<file path="config.mk">
export PLATFORM = sky130hd
export DESIGN_NAME = mem_wb_stage_flat
export DESIGN_NICKNAME = d
export VERILOG_FILES = /design/src/rtl/cpu_pkg.sv /design/src/rtl/mem_wb_stage_if.sv /design/src/rtl/mem_wb_stage_load_extend.sv /design/src/rtl/mem_wb_stage.sv /design/src/flat_wrapper.sv
export SDC_FILE = /design/constraint.sdc
export NUM_CORES = 1
export LEC_CHECK = 0
export CAP_MARGIN = 20
export CORE_MARGIN = 2
export CORE_UTILIZATION = 47
export DETAILED_ROUTE_END_ITERATION = 12
export GPL_TIMING_DRIVEN = 0
export PLACE_DENSITY_LB_ADDON = 0.08
export RECOVER_POWER = 50
export SKIP_LAST_GASP = 1
export SLEW_MARGIN = 20
export SYNTH_ARGS = -nofsm -noshare
export SYNTH_HDL_FRONTEND = slang
export SYNTH_SLANG_ARGS = --single-unit
</file>
<file path="constraint.sdc">
create_clock -name clk -period 3.6 [get_ports clk]
set_clock_uncertainty 0.1 [all_clocks]
set_input_delay 0.72 -clock clk [delete_from_list [all_inputs] [get_ports clk]]
set_output_delay 0.72 -clock clk [all_outputs]
set_load 0.05 [all_outputs]
</file>
<file path="src/rtl/cpu_pkg.sv">
// Shared CPU constants and the MEM/WB pipeline payload type.
package cpu_pkg;

    localparam int unsigned XLEN   = 64;
    localparam int unsigned RIDX_W = 5;

    // Hard-wired zero register; writes to it are dropped.
    localparam int unsigned XZR_IDX = 31;

    // Load transfer sizes in bytes.
    localparam logic [3:0] XFER_B = 4'd1;
    localparam logic [3:0] XFER_H = 4'd2;
    localparam logic [3:0] XFER_W = 4'd4;
    localparam logic [3:0] XFER_D = 4'd8;

    typedef struct packed {
        logic [XLEN-1:0]   alu_result;
        logic [XLEN-1:0]   dm_read_data;
        logic              MemtoReg;
        logic              RegWrite;
        logic [RIDX_W-1:0] rd;
        logic [3:0]        xfer_size;
        logic              load_signed;
    } mem_wb_t;

endpackage

</file>
<file path="src/rtl/mem_wb_stage_if.sv">
// Memory-stage to writeback-stage handoff bus.
interface mem_wb_stage_if;
    import cpu_pkg::*;

    logic              in_valid;
    logic              in_ready;
    logic [XLEN-1:0]   dm_read_data;
    logic [XLEN-1:0]   alu_result;
    logic              MemtoReg;
    logic              RegWrite;
    logic [RIDX_W-1:0] rd;
    logic [3:0]        xfer_size;
    logic              load_signed;

    modport master (
        output in_valid, dm_read_data, alu_result, MemtoReg, RegWrite, rd,
               xfer_size, load_signed,
        input  in_ready
    );

    modport slave (
        input  in_valid, dm_read_data, alu_result, MemtoReg, RegWrite, rd,
               xfer_size, load_signed,
        output in_ready
    );

endinterface

</file>
<file path="src/rtl/mem_wb_stage_load_extend.sv">
// Load-width extraction with sign or zero extension to the full datapath.
module load_extend
    import cpu_pkg::*;
(
    input  logic [XLEN-1:0] data,
    input  logic [3:0]      xfer_size,
    input  logic            load_signed,
    output logic [XLEN-1:0] ext
);

    // Unknown size encodings fall through to a full-width load.
    always_comb begin
        ext = data;
        case (xfer_size)
            XFER_B: ext = load_signed ? {{56{data[7]}}, data[7:0]}   : {56'd0, data[7:0]};
            XFER_H: ext = load_signed ? {{48{data[15]}}, data[15:0]} : {48'd0, data[15:0]};
            XFER_W: ext = load_signed ? {{32{data[31]}}, data[31:0]} : {32'd0, data[31:0]};
            default: ext = data;
        endcase
    end

endmodule

</file>
<file path="src/rtl/mem_wb_stage.sv">
// Writeback stage: MEM/WB register, load extension, writeback mux,
// register-file write gating, forwarding tap and retired counter.
module mem_wb_stage #(
    parameter int unsigned DATA_W  = 64,
    parameter int unsigned REG_AW  = 5,
    parameter int unsigned XZR_IDX = 31,
    parameter int unsigned CNT_W   = 32
) (
    input  logic              clk,
    input  logic              rst_n,
    mem_wb_stage_if.slave     bus,
    input  logic              hold,
    input  logic              flush,
    output logic              wb_we,
    output logic [REG_AW-1:0] wb_rd,
    output logic [DATA_W-1:0] wb_data,
    output logic              fwd_valid,
    output logic [REG_AW-1:0] fwd_rd,
    output logic [DATA_W-1:0] fwd_data,
    output logic [CNT_W-1:0]  retired
);

    cpu_pkg::mem_wb_t mw_q, mw_d;
    logic             valid_q, valid_d;
    logic [CNT_W-1:0] retired_q;
    logic [DATA_W-1:0] load_val;
    logic              live;
    logic              leave;

    assign bus.in_ready = !hold;

    // Next-state of the pipeline register: flush beats hold beats load.
    always_comb begin
        valid_d = valid_q;
        mw_d    = mw_q;
        if (flush) begin
            valid_d = 1'b0;
            mw_d    = '0;
        end else if (!hold) begin
            valid_d = bus.in_valid;
            if (bus.in_valid) begin
                mw_d.alu_result   = bus.alu_result;
                mw_d.dm_read_data = bus.dm_read_data;
                mw_d.MemtoReg     = bus.MemtoReg;
                mw_d.RegWrite     = bus.RegWrite;
                mw_d.rd           = bus.rd;
                mw_d.xfer_size    = bus.xfer_size;
                mw_d.load_signed  = bus.load_signed;
            end
        end
    end

    // MEM/WB pipeline register.
    always_ff @(posedge clk or negedge rst_n) begin
        if (!rst_n) begin
            valid_q <= 1'b0;
            mw_q    <= '0;
        end else begin
            valid_q <= valid_d;
            mw_q    <= mw_d;
        end
    end

    load_extend u_load_extend (
        .data        (mw_q.dm_read_data),
        .xfer_size   (mw_q.xfer_size),
        .load_signed (mw_q.load_signed),
        .ext         (load_val)
    );

    // The entry leaves the stage on an edge with neither hold nor flush.
    assign leave = valid_q & !hold & !flush;
    assign live  = valid_q & mw_q.RegWrite & (mw_q.rd != REG_AW'(XZR_IDX));

    // Writeback mux and write/forward gating; forwarding ignores hold.
    always_comb begin
        wb_data   = mw_q.MemtoReg ? load_val : mw_q.alu_result;
        wb_rd     = mw_q.rd;
        wb_we     = live & !hold & !flush;
        fwd_valid = live;
        fwd_rd    = mw_q.rd;
        fwd_data  = wb_data;
    end

    // Retired-instruction counter, wraps naturally.
    always_ff @(posedge clk or negedge rst_n) begin
        if (!rst_n) begin
            retired_q <= '0;
        end else if (leave) begin
            retired_q <= retired_q + CNT_W'(1);
        end
    end

    assign retired = retired_q;

endmodule

</file>
<file path="src/flat_wrapper.sv">
// flat-port wrapper written by rule: the top's interface ports become plain ports
module mem_wb_stage_flat 
#(
    parameter int unsigned DATA_W  = 64,
    parameter int unsigned REG_AW  = 5,
    parameter int unsigned XZR_IDX = 31,
    parameter int unsigned CNT_W   = 32
)
  (clk, rst_n, hold, flush, wb_we, wb_rd, wb_data, fwd_valid, fwd_rd, fwd_data, retired, bus_in_valid, bus_dm_read_data, bus_alu_result, bus_MemtoReg, bus_RegWrite, bus_rd, bus_xfer_size, bus_load_signed, bus_in_ready);
  mem_wb_stage_if bus_i ();
  input  logic clk;
  input  logic rst_n;
  input  logic hold;
  input  logic flush;
  output logic wb_we;
  output logic [REG_AW-1:0] wb_rd;
  output logic [DATA_W-1:0] wb_data;
  output logic fwd_valid;
  output logic [REG_AW-1:0] fwd_rd;
  output logic [DATA_W-1:0] fwd_data;
  output logic [CNT_W-1:0] retired;
  input wire logic [$bits(bus_i.in_valid)-1:0] bus_in_valid;
  input wire logic [$bits(bus_i.dm_read_data)-1:0] bus_dm_read_data;
  input wire logic [$bits(bus_i.alu_result)-1:0] bus_alu_result;
  input wire logic [$bits(bus_i.MemtoReg)-1:0] bus_MemtoReg;
  input wire logic [$bits(bus_i.RegWrite)-1:0] bus_RegWrite;
  input wire logic [$bits(bus_i.rd)-1:0] bus_rd;
  input wire logic [$bits(bus_i.xfer_size)-1:0] bus_xfer_size;
  input wire logic [$bits(bus_i.load_signed)-1:0] bus_load_signed;
  output wire logic [$bits(bus_i.in_ready)-1:0] bus_in_ready;
  assign bus_i.in_valid = bus_in_valid;
  assign bus_i.dm_read_data = bus_dm_read_data;
  assign bus_i.alu_result = bus_alu_result;
  assign bus_i.MemtoReg = bus_MemtoReg;
  assign bus_i.RegWrite = bus_RegWrite;
  assign bus_i.rd = bus_rd;
  assign bus_i.xfer_size = bus_xfer_size;
  assign bus_i.load_signed = bus_load_signed;
  assign bus_in_ready = bus_i.in_ready;
  mem_wb_stage #(.DATA_W(DATA_W), .REG_AW(REG_AW), .XZR_IDX(XZR_IDX), .CNT_W(CNT_W)) u_core (.clk(clk), .rst_n(rst_n), .bus(bus_i), .hold(hold), .flush(flush), .wb_we(wb_we), .wb_rd(wb_rd), .wb_data(wb_data), .fwd_valid(fwd_valid), .fwd_rd(fwd_rd), .fwd_data(fwd_data), .retired(retired));
endmodule
</file>
### Yosys cells after proc, flatten, opt, wreduce, memory -nomap -nowiden

Cells that the tools add are included.

| operators by class | value |
|---|---|
| add/subtract/negate cells | 1 |
| equal/unequal tests | 5 |
| muxes and demuxes | 10 |
| bitwise gates (word level) | 6 |
| reduce and logical (&&, ||, !) cells | 4 |

Operators with widths:

| cell | count |
|---|---|
| $mux W140 | 3 |
| $mux W64 | 4 |
| $pmux W64 S3 | 1 |
| $add A32 B1 Y32 const B | 1 |
| $and A1 B1 Y1 | 6 |
| $ne A5 B5 Y1 const B | 1 |
| $eq A4 B1 Y1 const B | 1 |
| $eq A4 B2 Y1 const B | 1 |
| $eq A4 B3 Y1 const B | 1 |
| $logic_not A1 Y1 | 2 |
| $mux W1 | 2 |
| $ne A2 B1 Y1 const B | 1 |
| $reduce_and A2 Y1 | 1 |
| $reduce_bool A2 Y1 | 1 |

| storage, ports and cells | value |
|---|---|
| bits in registers | 173 |
| output and inout port bits | 173 |

### Depth between registers and ports, before layout

Gate-level depths: netlist of run 1.

| depth | value |
|---|---|
| depth after elaboration | 4 |
| mapped depth | 8 |
| gate-level depth less buffers | 6 |

### Hierarchy

From an unflattened synthesis of run 1, not the netlist that was laid out.

| second synthesis, totals | value |
|---|---|
| cell total of the unflattened synthesis | 752 |
| area total of the unflattened synthesis | 8,934.8 um^2 |

Modules (own cells, without submodules):

| module | instances | cells an instance | area each (um^2) |
|---|---|---|---|
| mem_wb_stage | 1 | 597 | 7,861.3 |
| load_extend | 1 | 155 | 1,073.5 |

### Worst setup path before layout of run 1

OpenSTA, ideal clock, no wires.

| timing | value |
|---|---|
| path type | flip-flop to output port |
| from | reg u_core.mw_q[3] in the netlist's numbering |
| to | out wb_data[22] |
| data arrival time | 2.517 ns |
| data required time | 2.780 ns |
| path slack | 0.263 ns |
| cell stages (with the launch flop) | 9 |
| cells stage by stage | dfrtp_1 nor2_1 and4_1 buf_2 nand2b_1 a21oi_2 buf_4 a21oi_1 buf_4 |

| between the ends | value |
|---|---|
| longest elaborated chain between the ends | 3 |
| elaborated cells on any way between the ends | 5 |

Ends and longest elaborated chain:

| item | RTL line | text |
|---|---|---|
| start, declared | mem_wb_stage.sv:23 | `cpu_pkg::mem_wb_t mw_q, mw_d;` |
| start signal, assigned | mem_wb_stage.sv:60 | `mw_q <= mw_d;` |
| $eq A4 B3 Y1 (tied with other cells) | mem_wb_stage_load_extend.sv:14 | `case (xfer_size)` |
| $pmux W64 S3 * | mem_wb_stage_load_extend.sv:14 |  |
| $mux W64 * | mem_wb_stage.sv:77 | `wb_data = mw_q.MemtoReg ? load_val : mw_q.alu_result;` |
| end, declared | flat_wrapper.sv:17 | `output logic [DATA_W-1:0] wb_data;` |

Every way passes the cells marked *; elsewhere a longest branch is shown, timed or not.

### Final worst setup path of run 1

| timing | value |
|---|---|
| from | reg u_core.mw_q[1] in the netlist's numbering |
| to | out wb_data[58] |

Same word-level chain as after synthesis.

==> results by group, run 1 <==
Status
  – Result of the run: finished with violations
  – Violated checks: capacitance limit, slew limit

Worst setup path
  – Kind of start point of the critical path: register
  – Most prevalent standard cell on the critical path: sky130_fd_sc_hd__buf_4
  – Required time at the worst-slack endpoint: 2.78 ns
  – Ordered list of cells on the worst path: nor2b_2 > and4_1 > buf_2 > nand2b_2 > a21oi_4 > buf_4 > a21oi_1 > buf_4 > clkdlybuf4s18_2
  – Gate family responsible for the most delay along the worst path: buffers and inverters
  – CP max stage cell: sky130_fd_sc_hd__dfrtp_1
  – Path type of the worst setup path: register to primary output
  – Arrival time at the worst endpoint: 2.75 ns
  – Critical path capture point type: primary output
  – Critical path buffers and inverters: 4
  – CP max FO: 10
  – Largest incremental delay on the critical path: 0.44 ns

Timing
  – Post-Route Setup TNS: 0 ns
  – Hold Violations, Final: 0
  – Unrepaired setup endpoints after global routing: yes
  – Final Max Slew Viols: 84
  – Fmax: 280 MHz
  – Transition at the pin with the smallest max-transition slack: 2.12 ns
  – Setup-violating endpoint count in the final report: 0
  – Final cycle utilization of the critical path: 0.993
  – Final critical-path required period: 3.57 ns
  – Slew Limit Headroom: -0.412

Die
  – Vert. Die Dim: 134 microns
  – Std-Cell Core Area: 16500 sq um
  – Die Footprint: 18000 sq um
  – FP Rows: 47
  – Io pins: 318
  – Effective utilization at floorplan: 0.481
  – Die boundary width: 134 microns

Place
  – Placed Instance Area: 11400 sq um
  – GP Congestion: 0.818
  – DPL Wire Length: 17.3 mm
  – Number of buffers added on ports: 317
  – Number of instances in the placed design: 1275

Job
  – Max-capacitance violation count: 1

Clock network
  – Insertion delay of the later-clocked pin in the worst-skew pair: 0.42 ns
  – Clock buffer count from CTS: 17
  – Clock tree from TritonCTS: yes
  – CTS H-tree lvls: 4
  – Clock Path Buffers: 2
  – Clock root cell: sky130_fd_sc_hd__clkbuf_16
  – Clock transition at the register clock pins on the worst setup and hold paths after CTS: 0.07 ns
  – TritonCTS sink count: 173
  – CTS hold repair buffers: 0

Layout
  – Final layout net count: 1221
  – Number of standard cells in the layout, taps in and fillers out: 1308
  – Area growth, synth to finish: 48.2%
  – Number of fill cells in the layout: 1317
  – Post-route cell area: 11800 sq um
  – Layout cell share with drive strength beyond 1: 0.224
  – Footprint of the multi-input gates: 2840 sq um
  – Total area of sequential cells: 4330 sq um
  – Commonest non-fill, non-tap cell in the layout: sky130_fd_sc_hd__clkdlybuf4s50_1
  – Most frequent cells in the layout: sky130_fd_sc_hd__clkdlybuf4s50_1, sky130_fd_sc_hd__dfrtp_1, sky130_fd_sc_hd__a22o_1

Yosys
  – Area of the mapped netlist: 7950 sq um
  – Nets in the synthesized netlist: 883
  – Number of flops mapped to enable cells by yosys: 0
  – Share of flip-flops with an asynchronous set or reset after synthesis: 1.00
  – Synth unique cells: 35
  – Cells after synthesis: 737
  – Yosys warnings: 0
  – Seq/Total Area, Yosys: 0.545
  – Leading register cell type out of synthesis: sky130_fd_sc_hd__dfrtp_1
  – Mean instance size in the synthesized netlist: 10.8 sq um
  – Count of state elements after synthesis: 173

GRT
  – Most congested layer reported by global routing: met2
  – Global route total overflow: 0
  – Initial antenna violation count: 1
  – Met3 global-route usage: 0.0658
  – Met1 routing resource usage after global routing: 0.326
  – First-pass GRT wire length: 36.6 mm
  – Pin count of the biggest net entering global routing: 91
  – Number of global-route vias before repair: 6869
  – Met2 Usage GRT: 0.442
  – All-layer global routing usage: 0.261

Power
  – Maximum resistive drop on vdd: 0.346 mV
  – Leakage power: 5.84 nW
  – Cell Pwr Density: 460 nW/um^2

Route
  – Number of iterations in the first detailed-routing pass: 5
  – Detailed-route wire length per cell: 18.0 microns
  – Remaining design rule violation count: 0
  – Drt via density: 5.20
  – Drt total wl: 23.5 mm
  – Post-detailed-route count of antenna-violating nets: 0
  – Vias: 6802
  – Initial DRC count: 319

Hold path
  – Path type of the worst min-delay path: register to register
## cell families (layout without fill, tap and decap cells)
| kind of cell | after synthesis | in the layout | synth area share |
|---|---|---|---|
| AO/OA/AOI/OAI | 212 | 212 | 0.201 |
| adder cells (fa/ha/maj) | 1 | 1 | 0.00157 |
| other | 0 | 1 | 0 |
| flip-flops | 173 | 173 | 0.545 |
| multiplexers | 9 | 9 | 0.0128 |
| XOR/XNOR | 32 | 32 | 0.0353 |
| AND/OR/NAND/NOR | 182 | 182 | 0.105 |
| buffers and inverters | 128 | 478 | 0.0997 |
## where the power goes
| part | switching, mW | internal (mW) | leakage (nW) |
|---|---|---|---|
| combinational | 0.842 | 0.492 | 3.20 |
| clock | 0.790 | 1.18 | 0.295 |
| sequential | 0.0748 | 2.03 | 2.35 |
## final timing paths
path,startpoint,end,slack (ns),cells after the start
setup / recovery,u_core.mw_q[1]$_DFFE_PN0P_,wb_data[58],0.03,9
hold / removal,u_core.retired[31]$_DFFE_PN0P_,u_core.retired[31]$_DFFE_PN0P_,0.37,1
setup reg to reg,u_core.retired[0]$_DFFE_PN0P_,u_core.retired[28]$_DFFE_PN0P_,1.15,6
hold reg to reg,u_core.retired[31]$_DFFE_PN0P_,u_core.retired[31]$_DFFE_PN0P_,0.37,1
max in group asynchronous,rst_n,u_core.mw_q[137]$_DFFE_PN0P_,1.34,2
min in group asynchronous,rst_n,u_core.retired[0]$_DFFE_PN0P_,0.80,1
## metal layers
layer,wire length (microns),up-vias,share of wire
met5,0,-,0
met4,622,0,0.026
met3,1610,41,0.068
met2,11800,235,0.50
met1,9480,3310,0.40
li1,-,3216,-
## what timing repair did
action	CTS	global route
setup endpoints to repair	122	104
resized for setup	198	163
buffers inserted	1	0
## per-stage QoR
stage,hold slack [ns],setup slack [ns],utilization,total power [mW]
2_1_floorplan,0.324,0.263,-,2.98
3_3_place_gp,0.361,-5.47,0.689,3.54
3_5_place_dp,0.365,-0.125,0.691,3.56
4_1_cts,0.206,-0.156,0.730,5.47
5_1_grt,0.398,-0.115,0.713,5.60
6_report,0.370,0.0269,0.713,5.42
## synth_stat cells, drive strengths merged (3+ instances only)
| master | number | area [sq um] |
|---|---|---|
| nand4 | 7 | 43.8 |
| nor3 | 4 | 20.0 |
| and3 | 4 | 25.0 |
| clkbuf | 23 | 86.3 |
| buf | 99 | 683 |
| xor2 | 14 | 123 |
| a22o | 140 | 1230 |
| nand3 | 10 | 50.1 |
| and4 | 3 | 26.3 |
| nor2 | 73 | 274 |
| xnor2 | 18 | 158 |
| o21ai | 3 | 15.0 |
| a21oi | 67 | 343 |
| dfrtp | 173 | 4330 |
| inv | 6 | 22.5 |
| nand2 | 65 | 244 |
| nor3b | 3 | 22.5 |
| mux2 | 9 | 101 |
## worst register-to-register path: stages, from the launching register on
cell and delay (ns):
sky130_fd_sc_hd__dfrtp_1 0.43, sky130_fd_sc_hd__ha_1 0.25, sky130_fd_sc_hd__nand2_1 0.08, sky130_fd_sc_hd__nor4_1 0.66
sky130_fd_sc_hd__nand4_1 0.42, sky130_fd_sc_hd__nor3_1 0.28, sky130_fd_sc_hd__xor2_1 0.17
## state kept, by name (all words and copies together), names as in the netlist
name	cells
u_core.retired	32
u_core.mw_q	135
u_core.valid_q	1
u_core.fwd_rd	5
## final cells by class
cell class | instances | share of cell area
plain buffers | 122 | 0.0666
clock inverters | 13 | 0.0161
multi-input cells | 436 | 0.241
repair buffers | 319 | 0.246
clock buffers | 18 | 0.0373
well taps | 220 | 0.0234
diodes | 1 | 0.000212
inverters | 6 | 0.00191
flip-flops and latches | 173 | 0.368
No activity file was read; power rests on OpenSTA's default activity.
==> inputs of run 2 (changes only) <==
--- a/config.mk
+++ b/config.mk
@@ -7,11 +7,10 @@
 export LEC_CHECK = 0
 export CAP_MARGIN = 20
 export CORE_MARGIN = 2
-export CORE_UTILIZATION = 47
+export CORE_UTILIZATION = 44
 export DETAILED_ROUTE_END_ITERATION = 12
 export GPL_TIMING_DRIVEN = 0
 export PLACE_DENSITY_LB_ADDON = 0.08
-export RECOVER_POWER = 50
 export SKIP_LAST_GASP = 1
 export SLEW_MARGIN = 20
 export SYNTH_ARGS = -nofsm -noshare
==> constraint.sdc (replaced) <==
create_clock -name clk -period 3.3 [get_ports clk]
set_clock_uncertainty 0.1 [all_clocks]
set_input_delay 0.66 -clock clk [delete_from_list [all_inputs] [get_ports clk]]
set_output_delay 0.66 -clock clk [all_outputs]
set_load 0.05 [all_outputs]
==> results by group, run 2 (synthesized netlist as in run 1, its figures left out) <==
Timing
  – Slew Limit Headroom: 0.583 (was -0.412)
  – Transition at the pin with the smallest max-transition slack: 0.626 ns (was 2.12 ns)
  – Hold Violations, Final: 0 (unchanged)
  – Fmax: 310 MHz
  – Final cycle utilization of the critical path: 0.978
  – Unrepaired setup endpoints after global routing: yes (unchanged)
  – Final Max Slew Viols: 0 (was 84)
  – Setup-violating endpoint count in the final report: 0 (unchanged)
  – Final critical-path required period: 3.23 ns
  – Post-Route Setup TNS: 0 ns (unchanged)

Route
  – Remaining design rule violation count: 0 (unchanged)
  – Vias: 6903 (was 6802)
  – Initial DRC count: 310 (was 319)
  – Post-detailed-route count of antenna-violating nets: 0 (unchanged)
  – Drt via density: 5.19 (was 5.20)
  – Number of iterations in the first detailed-routing pass: 5 (unchanged)
  – Detailed-route wire length per cell: 17.7 microns (was 18.0 microns)
  – Drt total wl: 23.6 mm (was 23.5 mm)

Place
  – GP Congestion: 0.788 (was 0.818)
  – Placed Instance Area: 11400 sq um (about the same)
  – DPL Wire Length: 17.3 mm (about the same)
  – Number of instances in the placed design: 1284 (was 1275)
  – Number of buffers added on ports: 317 (unchanged)

Layout
  – Post-layout utilization of the core: 0.676 (was 0.713)
  – Most frequent cells in the layout: sky130_fd_sc_hd__clkdlybuf4s50_1, sky130_fd_sc_hd__dfrtp_1, sky130_fd_sc_hd__a22o_1 (unchanged)
  – Area growth, synth to finish: 51.7% (was 48.2%)
  – Number of fill cells in the layout: 1512 (was 1317)
  – Register bank with the most flops: u_core.mw_q (unchanged)
  – Number of standard cells in the layout, taps in and fillers out: 1331 (was 1308)
  – Post-route cell area: 12100 sq um (was 11800 sq um)
  – Max reg flops: 135 (unchanged)
  – Commonest non-fill, non-tap cell in the layout: sky130_fd_sc_hd__clkdlybuf4s50_1 (unchanged)
  – Layout cell share with drive strength beyond 1: 0.272 (was 0.224)
  – Final layout net count: 1234 (was 1221)

Die
  – FP Rows: 49 (was 47)
  – Vert. Die Dim: 138 microns (was 134 microns)
  – Io pins: 318 (unchanged)
  – Die Footprint: 19100 sq um (was 18000 sq um)
  – Die boundary width: 138 microns (was 134 microns)
  – Effective utilization at floorplan: 0.445 (was 0.481)
  – Std-Cell Core Area: 17800 sq um (was 16500 sq um)

Hold path
  – Path type of the worst min-delay path: input pin to async pin (was register to register)

Worst setup path
  – Critical path buffers and inverters: 5 (was 4)
  – Ordered list of cells on the worst path: nor2b_2 > and4_1 > buf_6 > nand2b_4 > a21oi_4 > buf_6 > buf_6 > a21oi_1 > buf_4 > buf_6 (was nor2b_2 > and4_1 > buf_2 > nand2b_2 > a21oi_4 > buf_4 > a21oi_1 > buf_4 > clkdlybuf4s18_2)
  – Gate family responsible for the most delay along the worst path: buffers and inverters (unchanged)
  – FF-to-FF setup slack: 1.28 ns (was 1.15 ns)
  – R2R Path Start: u_core.retired[0]$_DFFE_PN0P_ (unchanged)
  – Largest incremental delay on the critical path: 0.44 ns (about the same)
  – Endpoint of the worst register-to-register path: u_core.retired[28]$_DFFE_PN0P_ (unchanged)
  – CP max stage cell: sky130_fd_sc_hd__dfrtp_2 (was sky130_fd_sc_hd__dfrtp_1)
  – Most prevalent standard cell on the critical path: sky130_fd_sc_hd__buf_6 (was sky130_fd_sc_hd__buf_4)
  – Arrival time at the worst endpoint: 2.47 ns (was 2.75 ns)
  – CP max FO: 9 (was 10)
  – Cell count of the worst reg-to-reg path: 6 (unchanged)
  – Required time at the worst-slack endpoint: 2.54 ns (was 2.78 ns)
  – Path type of the worst setup path: register to primary output (unchanged)
  – Kind of start point of the critical path: register (unchanged)
  – Critical path capture point type: primary output (unchanged)

GRT
  – First-pass GRT wire length: 37.1 mm (was 36.6 mm)
  – All-layer global routing usage: 0.244 (was 0.261)
  – Pin count of the biggest net entering global routing: 96 (was 91)
  – Initial antenna violation count: 1 (unchanged)
  – Number of global-route vias before repair: 6947 (was 6869)
  – Global route total overflow: 0 (unchanged)

Clock network
  – Clock transition at the register clock pins on the worst setup and hold paths after CTS: 0.07 ns (about the same)
  – Clock root cell: sky130_fd_sc_hd__clkbuf_16 (unchanged)
  – CTS H-tree lvls: 4 (unchanged)
  – CTS hold repair buffers: 0 (unchanged)
  – Clock tree from TritonCTS: yes (unchanged)
  – Clock Path Buffers: 2 (unchanged)
  – Insertion delay of the later-clocked pin in the worst-skew pair: 0.42 ns (about the same)
  – TritonCTS sink count: 173 (unchanged)
  – Clock buffer count from CTS: 17 (unchanged)

Power
  – Leakage power: 5.80 nW (was 5.84 nW)
  – Maximum resistive drop on vdd: 0.356 mV (was 0.346 mV)
  – Cell Pwr Density: 489 nW/um^2 (was 460 nW/um^2)
  – Overall power consumption: 5.90 mW (was 5.42 mW)

Status
  – Result of the run: finished, final reports clean (was finished with violations)

Job
  – Max-capacitance violation count: 0 (was 1)
-- run 2: cell types whose count changed in the layout (fill, tap and decap cells not counted), sizes merged, moves of 4 or more --
cell / previous run / this run
buf: 126 / 201
clkbuf: 84 / 46
dlymetal6s2s: 13 / 0
dlygate4sd3: 11 / 0
clkdlybuf4s18: 6 / 0
dlygate4sd2: 12 / 16
-- run 2: how the worst max path moves through the flow --
stage | start | endpoint | slack, ns | depth (start not counted)
4_1_cts | u_core.mw_q[3]$_DFFE_PN0P_ | wb_data[43] | -0.14 | 10
3_5_place_dp | u_core.mw_q[3]$_DFFE_PN0P_ | wb_data[49] | -0.35 | 7
2_1_floorplan | u_core.mw_q[3]$_DFFE_PN0P_ | wb_data[22] | 0.02 | 8
5_1_grt | u_core.mw_q[11]$_DFFE_PN0P_ | wb_data[15] | -0.03 | 5
6_report | u_core.mw_q[1]$_DFFE_PN0P_ | wb_data[35] | 0.07 | 10
3_3_place_gp | rst_n | u_core.mw_q[28]$_DFFE_PN0P_ | -5.71 | 1
-- run 2: layout make-up --
| type | instances | area (sq um) | area share |
|---|---|---|---|
| buffer | 121 | 798 | 0.0662 |
| tap | 229 | 287 | 0.0238 |
| antenna | 1 | 2.50 | 0.000208 |
| clock buffer | 17 | 425 | 0.0353 |
| timing repair buffer | 333 | 3050 | 0.253 |
| clock inverter | 15 | 186 | 0.0155 |
| multi-input combinational | 436 | 2950 | 0.245 |
| inverter | 6 | 22.5 | 0.00187 |
| sequential | 173 | 4330 | 0.359 |
-- run 2: power breakdown --
group	internal, mW	switching, mW	leakage (nW)
registers	2.22	0.0841	2.34
clock network	1.20	0.877	0.292
logic	0.577	0.934	3.16
total	4.00	1.90	5.80
-- run 2: per-stage QoR --
stage	setup WS [ns]	hold WS, ns
CTS	-0.135	0.109
finish	0.0729	0.0816
floorplan	0.0232	0.264
detailed placement	-0.349	0.365
global route	-0.0320	0.128
global placement	-5.71	0.360
-- run 2: metal layers --
| layer | track usage | part of all wire | routed length (microns) |
|---|---|---|---|
| met5 | 0 | 0 | 0 |
| met4 | 0.0736 | 0.015 | 352 |
| met3 | 0.0561 | 0.061 | 1430 |
| met2 | 0.409 | 0.51 | 12000 |
| met1 | 0.317 | 0.42 | 9800 |
-- run 2: worst register-to-register path, cell delays in order (launching register included) --
cell and delay (ns):
sky130_fd_sc_hd__dfrtp_1 0.42, sky130_fd_sc_hd__ha_1 0.21, sky130_fd_sc_hd__nand2_1 0.10, sky130_fd_sc_hd__nor4_4 0.39, sky130_fd_sc_hd__nand4_1 0.31, sky130_fd_sc_hd__nor3_1 0.26
sky130_fd_sc_hd__xor2_1 0.16
-- run 2: repair_timing --
item                       4_1_cts  5_1_grt
setup endpoints to repair      125      103
pin swaps                        1        1
resized for setup              576       55
gates cloned                     3        0
setup buffers                    6        6
==> inputs of run 3 (changes only) <==
--- a/config.mk
+++ b/config.mk
@@ -6,9 +6,10 @@
 export NUM_CORES = 1
 export LEC_CHECK = 0
 export CAP_MARGIN = 20
-export CORE_MARGIN = 2
-export CORE_UTILIZATION = 44
+export CORE_AREA = 2 2 122 124
 export DETAILED_ROUTE_END_ITERATION = 12
+export DIE_AREA = 0 0 124 126
+export DONT_BUFFER_PORTS = 1
 export GPL_TIMING_DRIVEN = 0
 export PLACE_DENSITY_LB_ADDON = 0.08
 export SKIP_LAST_GASP = 1
==> results by group, run 3 (synthesized netlist as in run 1, its figures left out) <==
Place
  – Placement-stage worst setup slack: -0.435 ns (was -0.349 ns)
  – DPL Wire Length: 15.1 mm (was 17.3 mm)
  – Number of buffers added on ports: 0 (was 317)
  – GP Congestion: 0.793 (was 0.788)
  – Placed Instance Area: 8250 sq um (was 11400 sq um)

Power
  – Leakage power: 4.57 nW (was 5.80 nW)
  – Sequential share of power: 0.421 (was 0.391)
  – Maximum resistive drop on vdd: 0.405 mV (was 0.356 mV)
  – Net switching power: 1.80 mW (was 1.90 mW)
  – Switching power as a share of total power: 0.318 (was 0.321)
  – Cell-internal power: 3.86 mW (was 4.00 mW)
  – Cell Pwr Density: 569 nW/um^2 (was 489 nW/um^2)
  – Combinational group share of total power: 0.204 (was 0.256)
  – Share of total power in the clock network: 0.375 (was 0.353)

Layout
  – Layout cell share with drive strength beyond 1: 0.296 (was 0.272)
  – Most frequent cells in the layout: sky130_fd_sc_hd__dfrtp_1, sky130_fd_sc_hd__a22o_1, sky130_fd_sc_hd__nor2_1 (was sky130_fd_sc_hd__clkdlybuf4s50_1, sky130_fd_sc_hd__dfrtp_1, sky130_fd_sc_hd__a22o_1)
  – Final layout net count: 924 (was 1234)
  – Antenna Cells: 0 (was 1)
  – Max reg flops: 135 (unchanged)
  – Commonest non-fill, non-tap cell in the layout: sky130_fd_sc_hd__dfrtp_1 (was sky130_fd_sc_hd__clkdlybuf4s50_1)
  – Area growth, synth to finish: 25.1% (was 51.7%)
  – Post-route cell area: 9940 sq um (was 12100 sq um)
  – Register bank with the most flops: u_core.mw_q (unchanged)

Route
  – Vias: 5841 (was 6903)
  – Remaining design rule violation count: 0 (unchanged)
  – Number of iterations in the first detailed-routing pass: 5 (unchanged)
  – Initial DRC count: 317 (was 310)
  – Detailed-route wire length per cell: 22.3 microns (was 17.7 microns)
  – Drt total wl: 21.7 mm (was 23.6 mm)
  – Drt via density: 5.99 (was 5.19)
  – Post-detailed-route count of antenna-violating nets: 0 (unchanged)

Worst setup path
  – CP max stage cell: sky130_fd_sc_hd__dfrtp_2 (unchanged)
  – Path type of the worst setup path: register to primary output (unchanged)
  – Ordered list of cells on the worst path: nor2b_4 > and4_1 > buf_6 > nand2b_4 > a21oi_4 > buf_12 > buf_12 > a21oi_4 > buf_6 (was nor2b_2 > and4_1 > buf_6 > nand2b_4 > a21oi_4 > buf_6 > buf_6 > a21oi_1 > buf_4 > buf_6)
  – Largest incremental delay on the critical path: 0.45 ns (was 0.44 ns)
  – Kind of start point of the critical path: register (unchanged)
  – Gate family responsible for the most delay along the worst path: buffers and inverters (unchanged)
  – CP max FO: 10 (was 9)
  – Required time at the worst-slack endpoint: 2.54 ns (about the same)
  – Critical path capture point type: primary output (unchanged)
  – Critical path buffers and inverters: 4 (was 5)
  – Arrival time at the worst endpoint: 2.52 ns (was 2.47 ns)

GRT
  – Global route total overflow: 0 (unchanged)
  – First-pass GRT wire length: 33.4 mm (was 37.1 mm)
  – Initial antenna violation count: 0 (was 1)
  – All-layer global routing usage: 0.283 (was 0.244)
  – Pin count of the biggest net entering global routing: 174 (was 96)
  – Number of global-route vias before repair: 6230 (was 6947)

Timing
  – Final Max Slew Viols: 0 (unchanged)
  – Setup-violating endpoint count in the final report: 0 (unchanged)
  – Slew Limit Headroom: 0.478 (was 0.583)
  – Final cycle utilization of the critical path: 0.994 (was 0.978)
  – Post-Route Setup TNS: 0 ns (unchanged)
  – Hold Slack: -0.170 ns (was 0.0816 ns)
  – Final critical-path required period: 3.28 ns (was 3.23 ns)
  – Fmax: 305 MHz (was 310 MHz)
  – Hold Violations, Final: 173 (was 0)
  – Transition at the pin with the smallest max-transition slack: 0.781 ns (was 0.626 ns)
  – Crit path setup slack, layout: 0.0184 ns (was 0.0729 ns)
  – Unrepaired setup endpoints after global routing: yes (unchanged)

Die
  – Std-Cell Core Area: 14300 sq um (was 17800 sq um)
  – Io pins: 318 (unchanged)
  – Die boundary width: 124 microns (was 138 microns)
  – FP Rows: 44 (was 49)
  – Effective utilization at floorplan: 0.555 (was 0.445)
  – Die Footprint: 15600 sq um (was 19100 sq um)
  – Vert. Die Dim: 126 microns (was 138 microns)

Clock network
  – TritonCTS sink count: 173 (unchanged)
  – Insertion delay of the later-clocked pin in the worst-skew pair: 0.42 ns (about the same)
  – Clock root cell: sky130_fd_sc_hd__clkbuf_16 (unchanged)
  – Clock Path Buffers: 2 (unchanged)
  – Clock transition at the register clock pins on the worst setup and hold paths after CTS: 0.06 ns (was 0.07 ns)
  – Clock buffer count from CTS: 17 (unchanged)
  – Clock tree from TritonCTS: yes (unchanged)
  – CTS H-tree lvls: 4 (unchanged)

Status
  – Violated checks: hold timing
  – Result of the run: finished with violations (was finished, final reports clean)

Job
  – Max-capacitance violation count: 0 (unchanged)

Hold path
  – Path type of the worst min-delay path: input pin to async pin (unchanged)
run 3: cell count changes in the layout (fill, tap and decap cells not counted), moves of 5 or more:
cell,change
sky130_fd_sc_hd__clkdlybuf4s15_2,-10
sky130_fd_sc_hd__a21oi_2,-23
sky130_fd_sc_hd__buf_4,-68
sky130_fd_sc_hd__clkdlybuf4s50_1,-194
sky130_fd_sc_hd__buf_6,+15
sky130_fd_sc_hd__a21oi_4,+53
sky130_fd_sc_hd__buf_12,+5
sky130_fd_sc_hd__dlygate4sd2_1,-16
sky130_fd_sc_hd__buf_2,-39
sky130_fd_sc_hd__a21oi_1,-30
run 3: path summary, 6_finish.rpt:
kind	startpoint	endpoint	slack [ns]	depth (start not counted)
worst max-delay path	u_core.mw_q[2]$_DFFE_PN0P_	wb_data[54]	0.02	9
worst min-delay path	rst_n	u_core.mw_q[125]$_DFFE_PN0P_	-0.17	0
worst max register to register	u_core.retired[0]$_DFFE_PN0P_	u_core.retired[28]$_DFFE_PN0P_	0.88	6
worst min register to register	u_core.mw_q[18]$_DFFE_PN0P_	u_core.mw_q[18]$_DFFE_PN0P_	0.40	1
max in group asynchronous	rst_n	u_core.mw_q[22]$_DFFE_PN0P_	3.07	0
min in group clk	flush	u_core.valid_q$_DFFE_PN0P_	0.20	1
run 3: metrics by stage:
| stage | utilization | total power, mW | std cells |
|---|---|---|---|
| floorplan | - | 3.25 | 737 |
| global placement | 0.571 | 3.36 | 921 |
| detailed placement | 0.577 | 3.39 | 929 |
| CTS | 0.682 | 5.66 | 970 |
| global route | 0.694 | 5.86 | 975 |
| finish | 0.694 | 5.65 | 975 |
run 3: area by class of cell:
cell class                 instances  area, sq um
clock buffer                      21          460
tap                              184          230
buffer                           121         1000
fill                            1053         4380
inverter                           6         22.5
timing repair buffer              23          245
sequential                       173         4330
multi-input combinational        436         3480
clock inverter                    11          165
run 3: what timing repair did:
| item | 4_1_cts | 5_1_grt |
|---|---|---|
| pin swaps | 36 | 20 |
| gates resized for setup | 159 | 35 |
| gates cloned | 1 | 1 |
| setup buffers | 9 | 4 |
| setup endpoints to repair | 112 | 45 |
| endpoints found under the hold margin | 173 | 173 |
run 3: routing by layer:
metal  part of all wire  global-route usage
met2               0.50               0.467
met1               0.38               0.336
met4              0.035               0.120
met3              0.081              0.0956
met5                  0                   0
run 3: power groups by stage:
stage	sequential, mW	clock, mW	combinational, mW
after floorplan	2.39	0	0.869
after global placement	2.41	0	0.954
after detailed placement	2.41	0	0.975
after CTS	2.38	2.16	1.13
after global routing	2.39	2.26	1.21
final	2.38	2.12	1.16
run 3: worst reg2reg max path, cell delays in order (launching register included):
cell	delay, ns
sky130_fd_sc_hd__dfrtp_1	0.74
sky130_fd_sc_hd__ha_1	0.30
sky130_fd_sc_hd__nand2_1	0.10
sky130_fd_sc_hd__nor4_4	0.39
sky130_fd_sc_hd__nand4_1	0.28
sky130_fd_sc_hd__nor3_1	0.28
sky130_fd_sc_hd__xor2_1	0.16
